--- src/rtl/sample_sdiv_14_seq.sv ---
// Sequential signed divider: radix-2 restoring, WIDTH iterations, C truncating semantics.
// Optional div_by_zero output port enabled by defining SAMPLE_SDIV_DBZ_FLAG_EN.
module sample_sdiv_14_seq #(
   parameter int WIDTH = 14
) (
   input  logic             clk,
   input  logic             reset,
   input  logic             ce,
   input  logic             start,
   input  logic [WIDTH-1:0] dividend,
   input  logic [WIDTH-1:0] divisor,
   output logic             ready,
   output logic             done,
   output logic [WIDTH-1:0] quotient,
   output logic [WIDTH-1:0] remainder
`ifdef SAMPLE_SDIV_DBZ_FLAG_EN
   ,
   output logic             div_by_zero
`endif
);

   localparam int CW = $clog2(WIDTH);

   typedef enum logic [1:0] {IDLE, BUSY, FIX} state_t;

   state_t         state, state_nx;
   logic [CW-1:0]  cnt;
   logic [WIDTH:0] pr;          // partial remainder, one guard bit
   logic [WIDTH-1:0] dq;        // dividend magnitude, quotient bits shift in at LSB
   logic [WIDTH-1:0] dvs;
   logic           qneg, rneg, dbz;
   logic [WIDTH:0] shifted, diff;
   logic [WIDTH-1:0] qfix, rfix;

   assign ready   = (state == IDLE);
   assign shifted = {pr[WIDTH-1:0], dq[WIDTH-1]};
   assign diff    = shifted - {1'b0, dvs};

   // A zero divisor forces quotient -1; the remainder magnitude already equals |dividend|.
   assign qfix = dbz ? '1 : (qneg ? -dq : dq);
   assign rfix = rneg ? -pr[WIDTH-1:0] : pr[WIDTH-1:0];

   always_comb begin
      state_nx = state;
      case (state)
         IDLE:    if (start) state_nx = BUSY;
         BUSY:    if (cnt == CW'(WIDTH-1)) state_nx = FIX;
         FIX:     state_nx = IDLE;
         default: state_nx = IDLE;
      endcase
   end

   always_ff @(posedge clk or posedge reset) begin
      if (reset) begin
         state     <= IDLE;
         cnt       <= '0;
         pr        <= '0;
         dq        <= '0;
         dvs       <= '0;
         qneg      <= 1'b0;
         rneg      <= 1'b0;
         dbz       <= 1'b0;
         done      <= 1'b0;
         quotient  <= '0;
         remainder <= '0;
      end else if (ce) begin
         state <= state_nx;
         done  <= (state == FIX);
         case (state)
            IDLE: if (start) begin
               dq   <= dividend[WIDTH-1] ? -dividend : dividend;
               dvs  <= divisor[WIDTH-1]  ? -divisor  : divisor;
               qneg <= dividend[WIDTH-1] ^ divisor[WIDTH-1];
               rneg <= dividend[WIDTH-1];
               dbz  <= (divisor == '0);
               pr   <= '0;
               cnt  <= '0;
            end
            BUSY: begin
               cnt <= cnt + 1'b1;
               dq  <= {dq[WIDTH-2:0], ~diff[WIDTH]};
               pr  <= diff[WIDTH] ? shifted : diff;
            end
            FIX: begin
               quotient  <= qfix;
               remainder <= rfix;
            end
            default: ;
         endcase
      end
   end

`ifdef SAMPLE_SDIV_DBZ_FLAG_EN
   always_ff @(posedge clk or posedge reset) begin
      if (reset)
         div_by_zero <= 1'b0;
      else if (ce && state == FIX)
         div_by_zero <= dbz;
   end
`endif

endmodule
--- config.mk ---
export PLATFORM = sky130hd
export DESIGN_NAME = sample_sdiv_14_seq
export DESIGN_NICKNAME = d
export VERILOG_FILES = /design/src/rtl/sample_sdiv_14_seq.sv
export SDC_FILE = /design/constraint.sdc
export NUM_CORES = 1
export LEC_CHECK = 0
export CAP_MARGIN = 20
export CORE_UTILIZATION = 38
export CTS_CLUSTER_SIZE = 16
export DETAILED_ROUTE_END_ITERATION = 10
export MAX_ROUTING_LAYER = met4
export PLACE_DENSITY = 0.69
export REMOVE_ABC_BUFFERS = 1
export SYNTH_ARGS = -nofsm -noshare
export SYNTH_HDL_FRONTEND = slang
export SYNTH_SLANG_ARGS = --single-unit
--- constraint.sdc ---
create_clock -name clk -period 5.19 [get_ports clk]
set_input_delay 1.038 -clock clk [delete_from_list [all_inputs] [get_ports clk]]
set_output_delay 1.038 -clock clk [all_outputs]
set_load 0.02 [all_outputs]
==> Word-level counts from Yosys, hierarchy flattened <==
Index checks and enable logic that the tools add are counted.
Widths: inputs -> output; s select.
{ "word_totals": {"in_bits": 32, "ram_bits": 0, "elab_cells": 46, "romBits": 0, "memories": 0, "register_bits": 80, "latch_bits": 0, "out_inout_bits": 30} }
{ "op_classes": {"addsub": 6, "bitwise_logic": 2, "n_reduce_logical": 7, "n_eq_ne": 5, "magnitude_cmp": 0, "n_mux": 15, "div_mod_pow": 0, "shifts": 0, "multipliers": 0} }
{ "op_table": {"columns": ["cell", "count"], "rows": [
  ["$mux 14", 8],
  ["$neg 14->14", 4],
  ["$pmux 14 s2", 2],
  ["$sub 15x14->15", 1],
  ["$logic_not 14->1", 1],
  ["$reduce_and 3->1", 3],
  ["$pmux 4 s2", 1],
  ["$add 4x1->4 const B", 1],
  ["$eq 4x4->1 const B", 1],
  ["$mux 2", 2],
  ["$mux 4", 1],
  ["$ne 2x2->1 const B", 2],
  ["$pmux 2 s2", 1],
  ["$eq 2x1->1 const B", 1],
  ["$eq 2x2->1 const B", 1],
  ["$logic_not 2->1", 1],
  ["$reduce_and 2->1", 1],
  ["$reduce_bool 2->1", 1],
  ["$not 1->1", 1],
  ["$xor 1x1->1", 1]
]} }

==> Logic depth before layout (Yosys ltp) <==
{ "depth": {"depth_word": 4, "depth_mapped": 11, "ltp_nobuf": 10} }

==> Worst setup path after synthesis <==
No wires, ideal clock.
{ "synth_path": {"path_type": "input to register", "from": "in dividend[7]", "to": "reg dq[12]", "required_ns": 5.106, "arrival_ns": 2.744, "stages": 7, "setup_ns": 0.084, "path_slack_ns": 2.363, "n_path_buf": 0, "cell_sequence": "or4_1 -> or2_2 -> or3_1 -> o31ai_1 -> xnor2_1 -> o22ai_1 -> o21ai_0"} }
{ "synth_via": {"elab_chain_len": 4} }
{ "synth_lines": {"columns": ["item", "line", "rtl"], "rows": [
  ["from (decl)", "10", "input logic [WIDTH-1:0] dividend,"],
  ["$neg 14->14", "71", "dq <= dividend[WIDTH-1] ? -dividend : dividend;"],
  ["$mux 14", "71", null],
  ["$mux 14", "70", "IDLE: if (start) begin"],
  ["$pmux 14 s2", "69", "case (state)"],
  ["to (signal assigned)", "71", null],
  ["to (signal assigned)", "81", "dq <= {dq[WIDTH-2:0], ~diff[WIDTH]};"],
  ["to (decl)", "29", "logic [WIDTH-1:0] dq;"]
]} }
No other way between the ends. The select of a mux whose other input is x is not followed.
A chain may end at the register's enable or synchronous reset.

==> Worst setup path after layout <==
{ "layout_path": {"from": "in dividend[6]", "to": "reg dq[12]"} }
Same word-level chain as after synthesis.

==> flow_summary.json <==
{
  "drtPass1Iterations": 5,
  "relSlewSlack_pct": 39.0,
  "maxSlewViolCount": 0,
  "skew_ns": 0.00852,
  "status": "complete, no violations",
  "drive_above_1_share_pct": 5.63,
  "reg2reg_to": "pr[1]$_DFFE_PP0P_",
  "async_flop_share_pct": 100,
  "clk_latency_ns": 0.34,
  "grt_usage_pct": 18.8,
  "route.detailed.drc": 0,
  "cp.depth": 8,
  "vdd_ir_drop_max_uv": 249,
  "synth-seq-cells": 80,
  "path_buf_inv": 1,
  "leakage_nw": 2.62,
  "path_max_fanout": 3,
  "critPathKind": "input port to flip-flop",
  "powerDensity_nw_per_um2": 594,
  "syn2layout_area_growth_pct": 22.2,
  "max_cap_viol_count": 0,
  "p_sw_share_pct": 42.8,
  "dpl.hpwl_um": 8840,
  "dieArea_um2": 13400,
  "hold_ws_ns": 0.470,
  "crit_path_start_kind": "input port",
  "multiInputGateArea_um2": 2740,
  "viasPerCell": 5.28,
  "arrival_ns": 3.32,
  "grt_max_degree": 46,
  "nNetsFinal": 670,
  "cts_resized": 0,
  "rows": 41,
  "endpoint": "dq[12]$_DFFE_PP0P_",
  "hold_path.class": "flip-flop to flip-flop",
  "dpl_cell_area_um2": 5720,
  "cts-buffers-inserted": 9,
  "synth.avg_cell_area_um2": 8.78,
  "cp_top_family": "simple AND/OR/NAND/NOR gates",
  "clockRootBuffer": "clkbuf_16",
  "worstPathRequired_ns": 5.45,
  "fin_area_um2": 6030,
  "portBuffers": 61,
  "ys_types": 53,
  "r2r-start": "pr[6]$_DFFE_PP0P_",
  "p_seq_share_pct": 31.2,
  "cp-end-kind": "flip-flop",
  "fmax_mhz": 327,
  "cts_buffer_depth": 2,
  "io_pins": 62,
  "postCtsSetupBuffers": 0,
  "cp-startpoint": "dividend[6]",
  "synthCells": 562,
  "finalCritPeriodShare_pct": 59.0,
  "rrSetupSlack_ns": 2.38,
  "clkTransAtPathRegs_ns": 0.06,
  "worst_pin_slew_ns": 0.914,
  "grt_pass1_vias": 3942,
  "critical_path.slowest_cell": "or4_1",
  "power_switching_mw": 1.53,
  "register_area_um2": 2000,
  "grt_pass1_wl_um": 19400,
  "synth_top_flop_cell": "dfrtp_1",
  "hold_viol": 0,
  "clkSinkCount": 80,
  "finalSetupViolations": 0,
  "fin_crit_ns": 3.06,
  "cts_tree": "built",
  "crit_path_max_incr_delay_ns": 0.52,
  "yosys.area_share.adder_pct": 5.48,
  "p_total_mw": 3.59,
  "reg2regPathDepth": 9,
  "n_antenna_cell": 0,
  "clkPwrFrac_pct": 17.9,
  "core_um2": 12600,
  "intPower_mw": 2.05,
  "synth_compound_area_share_pct": 20.3,
  "synth_xor_area_share_pct": 10.4,
  "ant_nets": 0,
  "place_congestion": 0.919,
  "seq_area_frac_synth_pct": 40.6,
  "antenna_found_initial": 0,
  "ys_warn_count": 0,
  "grt_overflow_total": 0,
  "comb_power_share_pct": 50.8,
  "cts.htree.levels": 3,
  "grt_setup_unrepaired": "no",
  "start_util_pct": 39.1,
  "fillCellCount": 1227,
  "fin_setup_tns_ns": 0,
  "synthMuxAreaShare_pct": 3.37,
  "synth_edf_count": 0,
  "yosys.area_share.simple_pct": 15.7,
  "drtIter0Drc": 230,
  "path_cells": "clkdlybuf4s50_1 -> or4_1 -> or2_2 -> or3_1 -> o31ai_1 -> xnor2_1 -> o22ai_1 -> o21ai_0",
  "wl_per_cell_um": 14.5,
  "ctsHoldBuffers": 0,
  "synth_top_family_by_area": "compound AO/OA/AOI/OAI gates",
  "fp.dieH_um": 116,
  "wl_um": 11500,
  "netlist_area_um2": 4930,
  "vias": 4194,
  "die_w_um": 116
}
==> cells in the mapped netlist (all sizes together), types with 11 or more instances <==
library cell | n | area [um^2]
o22ai | 14 | 87.6
ha | 20 | 250
nand2 | 72 | 270
xor2 | 29 | 254
clkbuf | 20 | 75.1
xnor2 | 29 | 262
o31ai | 14 | 119
dfrtp | 80 | 2000
a21oi | 31 | 155
mux2i | 11 | 110
nor2 | 45 | 169
inv | 30 | 113
o21ai | 68 | 340
==> final cells by class <==
class                           instances  area share, %
Timing Repair Buffer                   67           10.9
Clock inverter                          7           1.33
Sequential cell                        80           33.2
Tap cell                              172           3.57
Multi-Input combinational cell        429           45.4
Clock buffer                            9           3.73
Inverter                               30           1.87
==> metal layers <==
| layer | wire (um) | GRT usage [%] | vias to the layer above |
|---|---|---|---|
| met3 | 501 | 2.09 | 14 |
| met4 | 195 | 7.35 | 0 |
| met5 | 0 | - | - |
| met1 | 5610 | 25.4 | 1983 |
| met2 | 5230 | 28.9 | 105 |
| li1 | - | - | 2092 |
==> worst register-to-register path: stages, from the launching register on <==
cell and delay, ns:
dfrtp_1 0.46, ha_1 0.46, a211oi_1 0.25, nor2_1 0.11, o31a_1 0.29, a21oi_1 0.23, xnor2_2 0.16, buf_6 0.23
mux2_2 0.36, o22ai_1 0.15
==> flip-flops by register name, indices dropped and copies added, names as in the netlist <==
name / flops
dbz: 1
quotient: 14
remainder: 14
dq: 14
cnt: 4
qneg: 1
dvs: 14
done: 1
pr: 14
rneg: 1
state: 2
==> cell usage in the layout, fill, tap and decap left out, types with 9 or more instances in the layout <==
master	instances
xor2_1	29
clkbuf_16	9
o31ai_1	13
a21oi_1	31
o22ai_1	14
nor2_1	44
o21ai_0	66
xnor2_1	28
ha_1	20
nand2_1	72
clkdlybuf4s50_1	61
inv_1	29
mux2i_1	11
dfrtp_1	80
or3_1	9
nand3_1	9
==> how the worst min path moves through the flow <==
stage,to,depth (start not counted),from
floorplan,dvs[13]$_DFFE_PP0P_,2,dvs[13]$_DFFE_PP0P_
detailed placement,quotient[10]$_DFFE_PP0P_,2,quotient[10]$_DFFE_PP0P_
global placement,quotient[10]$_DFFE_PP0P_,2,quotient[10]$_DFFE_PP0P_
finish,quotient[10]$_DFFE_PP0P_,2,quotient[10]$_DFFE_PP0P_
CTS,quotient[10]$_DFFE_PP0P_,2,quotient[10]$_DFFE_PP0P_
global route,quotient[0]$_DFFE_PP0P_,2,quotient[0]$_DFFE_PP0P_
==> kinds of logic after synthesis <==
logic type	after synthesis
AOI/OAI and AO/OA	164
DFF	80
and+or+nand+nor	170
buffers and inverters	53
xor gates and xnor gates	58
muxes	16
adders and majority gates	21
==> metrics by stage <==
stage               setup WS (ns)  util [%]  std cells
finish                       2.13      47.8        794
global route                 1.90      47.8        794
CTS                          1.99      47.7        793
detailed placement           1.78      45.3        777
global placement             1.83      45.3        777
floorplan                    1.52         -        539
==> power groups by stage <==
stage          clock network (mW)  registers [mW]  logic, mW
2_1_floorplan                   0            1.07       1.35
6_report                    0.644            1.12       1.82
4_1_cts                     0.655            1.12       1.80
5_1_grt                     0.686            1.16       2.04
3_5_place_dp                    0            1.13       1.79
3_3_place_gp                    0            1.12       1.76
No activity file was read; power rests on OpenSTA's default activity.
